**src/rtl/cascade_pkg.sv**
```systemverilog
// Shared types and address mapping for the cascade-classifier variance path.
// var_to_addr() is the single definition of variance -> sqrt ROM address.
package cascade_pkg;

    localparam int DEF_WIN_AREA  = 576;
    localparam int DEF_W_SUM     = 18;
    localparam int DEF_W_SQSUM   = 26;
    localparam int DEF_W_ADDR    = 8;
    localparam int DEF_VAR_SHIFT = 27;

    localparam int W_NQ_DEF = DEF_W_SQSUM + $clog2(DEF_WIN_AREA + 1);
    localparam int W_VAR    = ((W_NQ_DEF > 2 * DEF_W_SUM) ? W_NQ_DEF : 2 * DEF_W_SUM) + 1;

    typedef logic signed [W_VAR-1:0]      var_t;
    typedef logic        [DEF_W_ADDR-1:0] sqrt_addr_t;

    // Negative variance maps to 0; any index bit above the ROM range saturates.
    function automatic sqrt_addr_t var_to_addr(input var_t v, input int shift);
        var_t idx;
        if (v[W_VAR-1]) return '0;
        idx = v >>> shift;
        if (|idx[W_VAR-1:DEF_W_ADDR]) return '1;
        return idx[DEF_W_ADDR-1:0];
    endfunction

endpackage

```
**src/rtl/var_addr_gen.sv**
```systemverilog
// Window variance N*Q - S*S -> sqrt ROM address, 3-stage stallable pipeline.
// Optional saturation counter on sat_cnt built only when VAR_SAT_CNT_EN is defined.
module var_addr_gen
    import cascade_pkg::*;
#(
    parameter int WIN_AREA  = DEF_WIN_AREA,
    parameter int W_SUM     = DEF_W_SUM,
    parameter int W_SQSUM   = DEF_W_SQSUM,
    parameter int W_ADDR    = DEF_W_ADDR,
    parameter int VAR_SHIFT = DEF_VAR_SHIFT
) (
    input  logic               clk,
    input  logic               rst,
    input  logic               win_valid,
    output logic               win_ready,
    input  logic [W_SUM-1:0]   win_sum,
    input  logic [W_SQSUM-1:0] win_sqsum,
    output logic               addr_valid,
    input  logic               addr_ready,
    output logic [W_ADDR-1:0]  addr_data,
    output logic [15:0]        sat_cnt
);

    localparam int W_NQ = W_SQSUM + $clog2(WIN_AREA + 1);
    localparam int W_SS = 2 * W_SUM;

    logic            adv;
    logic            vld1_q, vld2_q, vld3_q;
    logic [W_NQ-1:0] nq_q;
    logic [W_SS-1:0] ss_q;
    var_t            diff_raw, diff_d, diff_q;
    sqrt_addr_t      addr_q;

    // Every stage moves together whenever the output slot is free or draining.
    assign adv        = !vld3_q || addr_ready;
    assign win_ready  = adv;
    assign addr_valid = vld3_q;
    assign addr_data  = addr_q;

    always_comb begin
        diff_raw = var_t'(nq_q) - var_t'(ss_q);
        diff_d   = diff_raw[W_VAR-1] ? '0 : diff_raw;
    end

    always_ff @(posedge clk or negedge rst) begin
        if (!rst) begin
            vld1_q <= 1'b0;
            vld2_q <= 1'b0;
            vld3_q <= 1'b0;
            addr_q <= '0;
        end else if (adv) begin
            vld1_q <= win_valid;
            vld2_q <= vld1_q;
            vld3_q <= vld2_q;
            if (vld2_q) addr_q <= var_to_addr(diff_q, VAR_SHIFT);
        end
    end

    // Wide arithmetic registers carry no reset; validity is tracked by vld*_q.
    always_ff @(posedge clk) begin
        if (adv) begin
            nq_q   <= W_NQ'(win_sqsum) * W_NQ'(WIN_AREA);
            ss_q   <= W_SS'(win_sum) * W_SS'(win_sum);
            diff_q <= diff_d;
        end
    end

`ifdef VAR_SAT_CNT_EN
    logic        sat3_q;
    logic [15:0] sat_cnt_q;

    always_ff @(posedge clk or negedge rst) begin
        if (!rst) begin
            sat3_q    <= 1'b0;
            sat_cnt_q <= '0;
        end else begin
            if (adv && vld2_q) sat3_q <= |(diff_q >> (VAR_SHIFT + W_ADDR));
            if (vld3_q && addr_ready && sat3_q && sat_cnt_q != 16'hFFFF)
                sat_cnt_q <= sat_cnt_q + 16'd1;
        end
    end

    assign sat_cnt = sat_cnt_q;
`else
    assign sat_cnt = '0;
`endif

endmodule

```
**config.mk**
```make
export PLATFORM = sky130hd
export DESIGN_NAME = var_addr_gen
export DESIGN_NICKNAME = d
export VERILOG_FILES = /design/src/rtl/cascade_pkg.sv /design/src/rtl/var_addr_gen.sv
export SDC_FILE = /design/constraint.sdc
export NUM_CORES = 1
export LEC_CHECK = 0
export ABC_CLOCK_PERIOD_IN_PS = 3500
export BUFFER_PORTS_ARGS = -buffer_cell sky130_fd_sc_hd__buf_2
export CAP_MARGIN = 25
export CORE_UTILIZATION = 30
export CTS_BUF_LIST = sky130_fd_sc_hd__clkbuf_8
export CTS_CLUSTER_SIZE = 8
export DETAILED_ROUTE_END_ITERATION = 8
export PLACE_DENSITY = 0.54
export RECOVER_POWER = 25
export SLEW_MARGIN = 15
export SYNTH_ARGS = -nofsm -noshare
export SYNTH_HDL_FRONTEND = slang
export SYNTH_SLANG_ARGS = --single-unit
```
**constraint.sdc**
```tcl
create_clock -name clk -period 3.5 [get_ports clk]
set_input_delay 0.175 -clock clk [delete_from_list [all_inputs] [get_ports clk]]
set_output_delay 0.175 -clock clk [all_outputs]
set_load 0.05 [all_outputs]
```
==> results of run 1 <==
## what timing repair did
action / CTS / global route
endpoints found under the hold margin: 14 / 1
pin swaps: 93 / 47
resized for setup: 143 / 65
cloned: 0 / 1
setup endpoints to repair: 30 / 35
hold buffers: 4 / 1
buffers inserted: 21 / 7
## metal layers
| layer | up-vias | GRT usage [%] | part of all wire, % |
|---|---|---|---|
| li1 | 5359 | - | - |
| met1 | 5242 | 18.6 | 47 |
| met2 | 139 | 25.2 | 49 |
| met3 | 28 | 1.36 | 2.2 |
| met4 | 0 | 2.83 | 1.6 |
| met5 | - | 0 | 0 |
## per-stage QoR
| step | setup slack, ns | TNS [ns] | hold slack [ns] | cell area (µm²) |
|---|---|---|---|---|
| after floorplan | -2.01 | -38.76 | -0.121 | 15200 |
| after global placement | -2.41 | -54.00 | 0.0537 | 17400 |
| after detailed placement | -2.47 | -55.27 | 0.0527 | 17400 |
| after CTS | -1.75 | -35.36 | 0.00240 | 18300 |
| after global routing | -1.88 | -39.62 | 0.105 | 18500 |
| final | -1.74 | -35.69 | 0.111 | 18500 |
## flip-flops by register name, summed over array words and instances, names as in the netlist
register,cells
addr_data,8
addr_valid,1
diff_q,9
nq_q,30
ss_q,35
vld1_q,1
vld2_q,1
## cell usage in the layout (no fill, tap or decap), types with 24 or more instances in the layout
cell type	count
ha_1	165
nor2_1	51
inv_1	306
nand2_1	90
buf_2	26
fa_1	199
buf_4	202
and2_1	55
a21o_1	56
inv_2	35
edfxtp_1	74
xnor2_1	43
buf_6	24
a21oi_1	63
o21ai_0	26
## final timing paths
kind                                         start                  endpoint  slack [ns]  cells past startpoint
worst min-delay path                  win_sqsum[3]         nq_q[9]$_DFFE_PN_        0.11                      2
worst min register to register  vld2_q$_DFFE_PN0N_    addr_valid$_DFFE_PN0N_        0.48                      1
min in group asynchronous                      rst    addr_valid$_DFFE_PN0N_        0.29                      2
max in group asynchronous                      rst  addr_data[6]$_DFFE_PN0P_        2.84                      2
worst max register to register   nq_q[7]$_DFFE_PN_  diff_q[29]$_SDFFCE_PN0N_        0.47                      9
worst max-delay path                    win_sum[8]        ss_q[32]$_DFFE_PN_       -1.74                     23
## layout make-up
type                    instances  area (µm²)  share of cell area (%)
multi-input cells            1053       11400                    61.5
flip-flops and latches         85        2500                    13.5
repair buffers                290        2390                    12.9
inverters                     342        1290                    6.95
well taps                     615         769                    4.15
clock buffers                  10         138                   0.743
clock inverters                 6        51.3                   0.277
## kinds of logic (layout without fill, tap and decap cells)
family          count (synthesis)  count (layout)  share of synthesized area [%]
fa+ha+maj                     408             408                           46.4
buf+inv                       387             648                           10.4
simple gates                  304             304                           10.1
compound gates                251             251                           11.5
flops                          85              85                           17.1
xor+xnor                       70              70                           4.21
mux                             4               4                          0.301
other cells                     1              16                         0.0257
==> key figures, run 1 <==
Floorplan
  – Ports: 74
  – Die Span Y: 222 µm
  – Rows: 80
  – Starting Density: 30.4%
  – Total core area: between 0.04 and 0.05 mm²
  – DIE AREA: 0.0494 mm²
  – Die width: 222 µm

Setup path
  – Crit path required time: 3.64 ns
  – Crit-path slowest cell: fa_1
  – Worst path buffer plus inverter count: 6
  – Cell Chain, Critical Path: buf_8 > buf_12 > buf_4 > and2_4 > fa_1 > fa_1 > ha_2 > fa_1 > fa_1 > inv_1 > fa_1 > inv_2 > ha_4 > buf_4 > and3_4 > and3_4 > a41oi_2 > o211a_4 > o21ai_4 > a2111oi_4 > o31ai_2 > a21oi_1 > xnor2_1
  – Crit path kind: in -> reg
  – Critical Path Max Stage Delay: roughly 0.54 ns
  – Max Fanout on Critical Path: 7
  – CP startpoint kind: input pin
  – Crit path capture type: register
  – Worst path most repeated cell: fa_1
  – Crit path max-delay family: adder cells
  – Worst Path Arrival: 5.39 ns

Routing
  – Per-cell routed wire length: approximately 14 µm
  – Drc violations: 0
  – Vias/cell: 4.48
  – DR pass1 iterations: 7
  – Post-route ant nets: 0
  – Via count: 10800
  – Starting DRC count in detailed routing: 430
  – WL final: 33800 µm

Status
  – Outcome: finished with violations
  – Failing checks: max-capacitance violations, max-slew violations, negative setup slack

Job
  – # Max-Cap Violations: 1

Place
  – Dpl cells: 2358
  – Placer Congestion: 0.846
  – HPWL after DPL: between 20000 and 30000 µm
  – IO Port Bufs: 57

Synth
  – FF+latch count, synth: 85
  – Main area contributors after synthesis: fa_1 30%, ha_1 16%, edfxtp_1 15%
  – Area leader, netlist: fa_1
  – EDFF count, synth: 74
  – Post-synthesis cell type count: 60
  – Top post-synthesis cells by count: 342 x inv_1, 220 x fa_1, 188 x ha_1, 110 x nand2_1, 81 x a21oi_1
  – Instance count of the mapped netlist: 1510
  – Share of the synthesized area in the top cell type: 30.2%
  – Synthesis Warnings: 0
  – Most frequent cell after synthesis: inv_1
  – Cell Area, Synth: 0.0146 mm²
  – Synth Flop Type: edfxtp_1
  – Mapped Avg Cell Area: just under 10 µm²
  – Register area share after synthesis: 17.1%
  – Asr flop ratio synth: between 10% and 20%

Global route
  – Total GRT Usage: 14.1%
  – Largest net degree at the start of global routing: 42
  – Vias in the first global route: 11800
  – First-pass GRT wire length: 57300 µm
  – Initial antenna violation count: 0
  – Total gr overflow: 0

STA
  – Endpoints failing hold: 0
  – Slew Viols, Final: 42
  – Final Critical Period: 5.24 ns
  – Final-report setup violation count: 30
  – Fmax: 0.191 GHz
  – RSZ-0062 raised after global routing: yes
  – PnR worst setup slack: -1.74 ns
  – Final critical-path share of the clock period: 150%
  – Relative slew slack: -31.7%
  – Clk_skew: 0.0119 ns
  – Tightest Pin Transition: slightly below 2 ns

Finish
  – Final Util: between 30% and 40%
  – Nets: 2237
  – Antenna diodes: 0
  – Syn-to-layout area delta: 27.2%
  – Share of cells above drive strength 1: between 20% and 30%
  – Final Non-Filler Cells: roughly 2400
  – Fillers: 4753

Clock tree
  – Clk slew on worst S/H paths: approximately 0.10 ns
  – CTS sink cnt: 85
  – Num CTS Buffers: 9
  – Clk buf depth: 2
  – Clock Latency Late Sink: 0.38 ns
  – H-tree levels: 3
  – CTS tree: yes
  – Root Buffer Master: clkbuf_8

Min path
  – Hold Path Class: in -> reg
Power of run 1 is not shown: default switching activity piles up to over one toggle a cycle in this logic, so the estimate is an artifact.
==> run 2: changes to the inputs <==
--- a/config.mk
+++ b/config.mk
@@ -5,7 +5,7 @@
 export SDC_FILE = /design/constraint.sdc
 export NUM_CORES = 1
 export LEC_CHECK = 0
-export ABC_CLOCK_PERIOD_IN_PS = 3500
+export ABC_CLOCK_PERIOD_IN_PS = 5700
 export BUFFER_PORTS_ARGS = -buffer_cell sky130_fd_sc_hd__buf_2
 export CAP_MARGIN = 25
 export CORE_UTILIZATION = 30
==> constraint.sdc (replaced) <==
create_clock -name clk -period 5.7 [get_ports clk]
set_input_delay 0.285 -clock clk [delete_from_list [all_inputs] [get_ports clk]]
set_output_delay 0.285 -clock clk [all_outputs]
set_load 0.05 [all_outputs]
==> run 2 against run 1 <==
  * The run ends with max-capacitance violations, max-slew violations left
  * Clock-buffer cell count decreased by 1
  * Register-to-register slack better by 1.3 ns
  * Critical path depth decreased by 4
  * Sequential share of layout area grew 1.1 points
  * Die area unchanged
  * Sequential cell count is the same
  * Clock skew is 0.0078 ns higher
  * Via count is 4.1% lower
  * Final cell count down 3.2%
  * Utilization is 2.9 points lower
  * Design area is 7.6% lower
  * Highest routed layer unchanged
==> key figures, run 2 (synthesis gave the netlist of run 1 again) <==
Setup path
  – Cell Chain, Critical Path: buf_4 > buf_4 > nand2_1 > fa_1 > fa_1 > fa_1 > inv_1 > fa_1 > fa_1 > fa_1 > ha_4 > a21o_1 > a21o_1 > a21o_1 > o21a_1 > a2111oi_4 > o31ai_1 > a21oi_1 > xnor2_1
  – Max Fanout on Critical Path: 8 (+1)
  – Crit path kind: in -> reg
  – Crit path capture type: register
  – Worst Path Arrival: 5.73 ns (+0.34 ns)
  – CP startpoint kind: input pin
  – Worst path most repeated cell: fa_1
  – Crit-path slowest cell: fa_1
  – Crit path required time: 5.85 ns (+2.21 ns)
  – Reg2Reg Depth: 2 (-7)
  – Critical Path Max Stage Delay: 0.58 ns (+0.04 ns)

Finish
  – Syn-to-layout area delta: 17.6%
  – Biggest registers after layout: ss_q (35), nq_q (30), diff_q (9)
  – Top reg by flops: ss_q
  – Fillers: 4892 (+2.9%)
  – Most common cell after layout, fill and taps aside: inv_1
  – Nets: 2160 (-3.4%)
  – Share of cells above drive strength 1: 16.1% (-11 points)
  – Max reg flops: 35 (unchanged)
  – Antenna diodes: 0 (unchanged)
  – Final Non-Filler Cells: 2324 (-3.2%)
  – Most frequent cells in the layout: 338 x inv_1, 217 x fa_1, 179 x ha_1

STA
  – Final setup TNS: 0 ns (+35.69 ns)
  – Slew Viols, Final: 76 (+81%)
  – Tightest Pin Transition: 4.01 ns (+2.04 ns)
  – Endpoints failing hold: 0 (unchanged)
  – Final Critical Period: 5.58 ns
  – RSZ-0062 raised after global routing: yes
  – Final-report setup violation count: 0 (-100%)
  – Fmax: roughly 0.18 GHz
  – Final critical-path share of the clock period: 97.9%
  – Hold slack: 0.110 ns (-0.000818 ns)
  – Clk_skew: 0.0197 ns (+0.00781 ns)
  – Relative slew slack: -167% (-140 points)

Global route
  – Largest net degree at the start of global routing: 76 (+81%)
  – Total gr overflow: 0 (unchanged)
  – Vias in the first global route: 11300 (-4.1%)
  – First-pass GRT wire length: 55300 µm (-3.5%)
  – Total GRT Usage: 13.7% (-0.46 points)
  – Initial antenna violation count: 0 (unchanged)

Status
  – Outcome: finished with violations
  – Failing checks: max-capacitance violations, max-slew violations

Routing
  – Per-cell routed wire length: 13.9 µm (-1.1%)
  – Drc violations: 0 (unchanged)
  – DR pass1 iterations: 4 (-3)
  – Post-route ant nets: 0 (unchanged)
  – Vias/cell: 4.44 (-0.96%)
  – Starting DRC count in detailed routing: 424 (-1.4%)
  – Via count: 10300 (-4.1%)
  – WL final: 32300 µm (-4.2%)

Floorplan
  – Rows: 80 (unchanged)
  – DIE AREA: 0.0494 mm² (unchanged)
  – Die Span Y: 222 µm (unchanged)
  – Starting Density: 30.4% (unchanged)
  – Total core area: 0.0478 mm² (unchanged)
  – Die width: 222 µm (unchanged)
  – Ports: 74 (unchanged)

Min path
  – Hold Path Class: in -> reg
  – Hold-critical path depth: 1 (-1)

Place
  – IO Port Bufs: 57 (unchanged)
  – HPWL after DPL: 28600 µm (-2.3%)
  – Placer Congestion: 0.852 (+0.67%)
  – Dpl cells: 2306 (-2.2%)

Clock tree
  – Clk slew on worst S/H paths: 0.09 ns (about the same)
  – Clock Latency Late Sink: 0.40 ns (+0.02 ns)
  – Root Buffer Master: clkbuf_8
  – Num CTS Buffers: 9 (unchanged)
  – CTS sink cnt: 85 (unchanged)
  – H-tree levels: 3 (unchanged)
  – CTS tree: yes
  – Clk buf depth: 2 (unchanged)

Job
  – # Max-Cap Violations: 1 (unchanged)
[run 2: cell types whose count changed in the layout (fill, tap and decap cells not counted), moves of 10 or more]
| cell | before | now |
|---|---|---|
| inv_1 | 306 | 338 |
| nand2_1 | 90 | 104 |
| inv_2 | 35 | 3 |
| buf_6 | 24 | 7 |
| o21ai_0 | 26 | 36 |
| ha_1 | 165 | 179 |
| a21oi_1 | 63 | 79 |
| fa_2 | 21 | 3 |
| buf_4 | 202 | 160 |
| ha_4 | 21 | 8 |
| fa_1 | 199 | 217 |
| buf_12 | 12 | 0 |
| a21oi_2 | 17 | 2 |
[run 2: routing by layer]
layer  share of wire [%]  GRT usage [%]
met1                  49           18.6
met2                  47           23.3
met3                 2.0          0.926
met4                 2.0           4.05
met5                   0              0
[run 2: path summary, 6_finish.rpt]
path	start	endpoint	slack (ns)
worst max register to register	addr_valid$_DFFE_PN0N_	nq_q[14]$_DFFE_PN_	1.76
worst min-delay path	win_sqsum[1]	nq_q[7]$_DFFE_PN_	0.11
min in group asynchronous	rst	addr_data[3]$_DFFE_PN0P_	0.38
worst max-delay path	win_sum[5]	ss_q[32]$_DFFE_PN_	0.12
max in group asynchronous	rst	vld1_q$_DFFE_PN0N_	4.95
worst min register to register	vld2_q$_DFFE_PN0N_	addr_valid$_DFFE_PN0N_	0.49
[run 2: per-stage QoR]
step | worst slack [ns] | util [%] | instance area [µm²]
global placement | -0.364 | 35.0 | 16800
finish | 0.122 | 35.8 | 17100
floorplan | 0.00152 | - | 14800
CTS | 0.00876 | 35.5 | 17000
detailed placement | -0.428 | 35.0 | 16800
global route | -0.0908 | 35.8 | 17100
[run 2: worst max-delay path: cells and delay by family]
kind | cells | cell delay, ns
compound gates | 7 | 1.52
xor+xnor | 1 | 0.09
fa+ha+maj | 7 | 3.34
buf+inv | 3 | 0.36
simple gates | 1 | 0.12
[run 2: final cells by class]
type                       instances  area [µm²]  area share (%)
sequential                        85        2500            14.6
clock buffer                       9         124           0.723
inverter                         342        1290            7.52
multi-input combinational       1053       10900            63.4
timing repair buffer             213        1500            8.77
clock inverter                     7        88.8           0.519
tap                              615         769            4.49
[run 2: what timing repair did]
action | in CTS | in global routing
hold buffers | 1 | 0
buffers inserted | 0 | 1
gates resized for setup | 0 | 64
setup endpoints to repair | 0 | 11
hold endpoints to repair | 11 | 0
Power of run 2 is left out for the same reason.
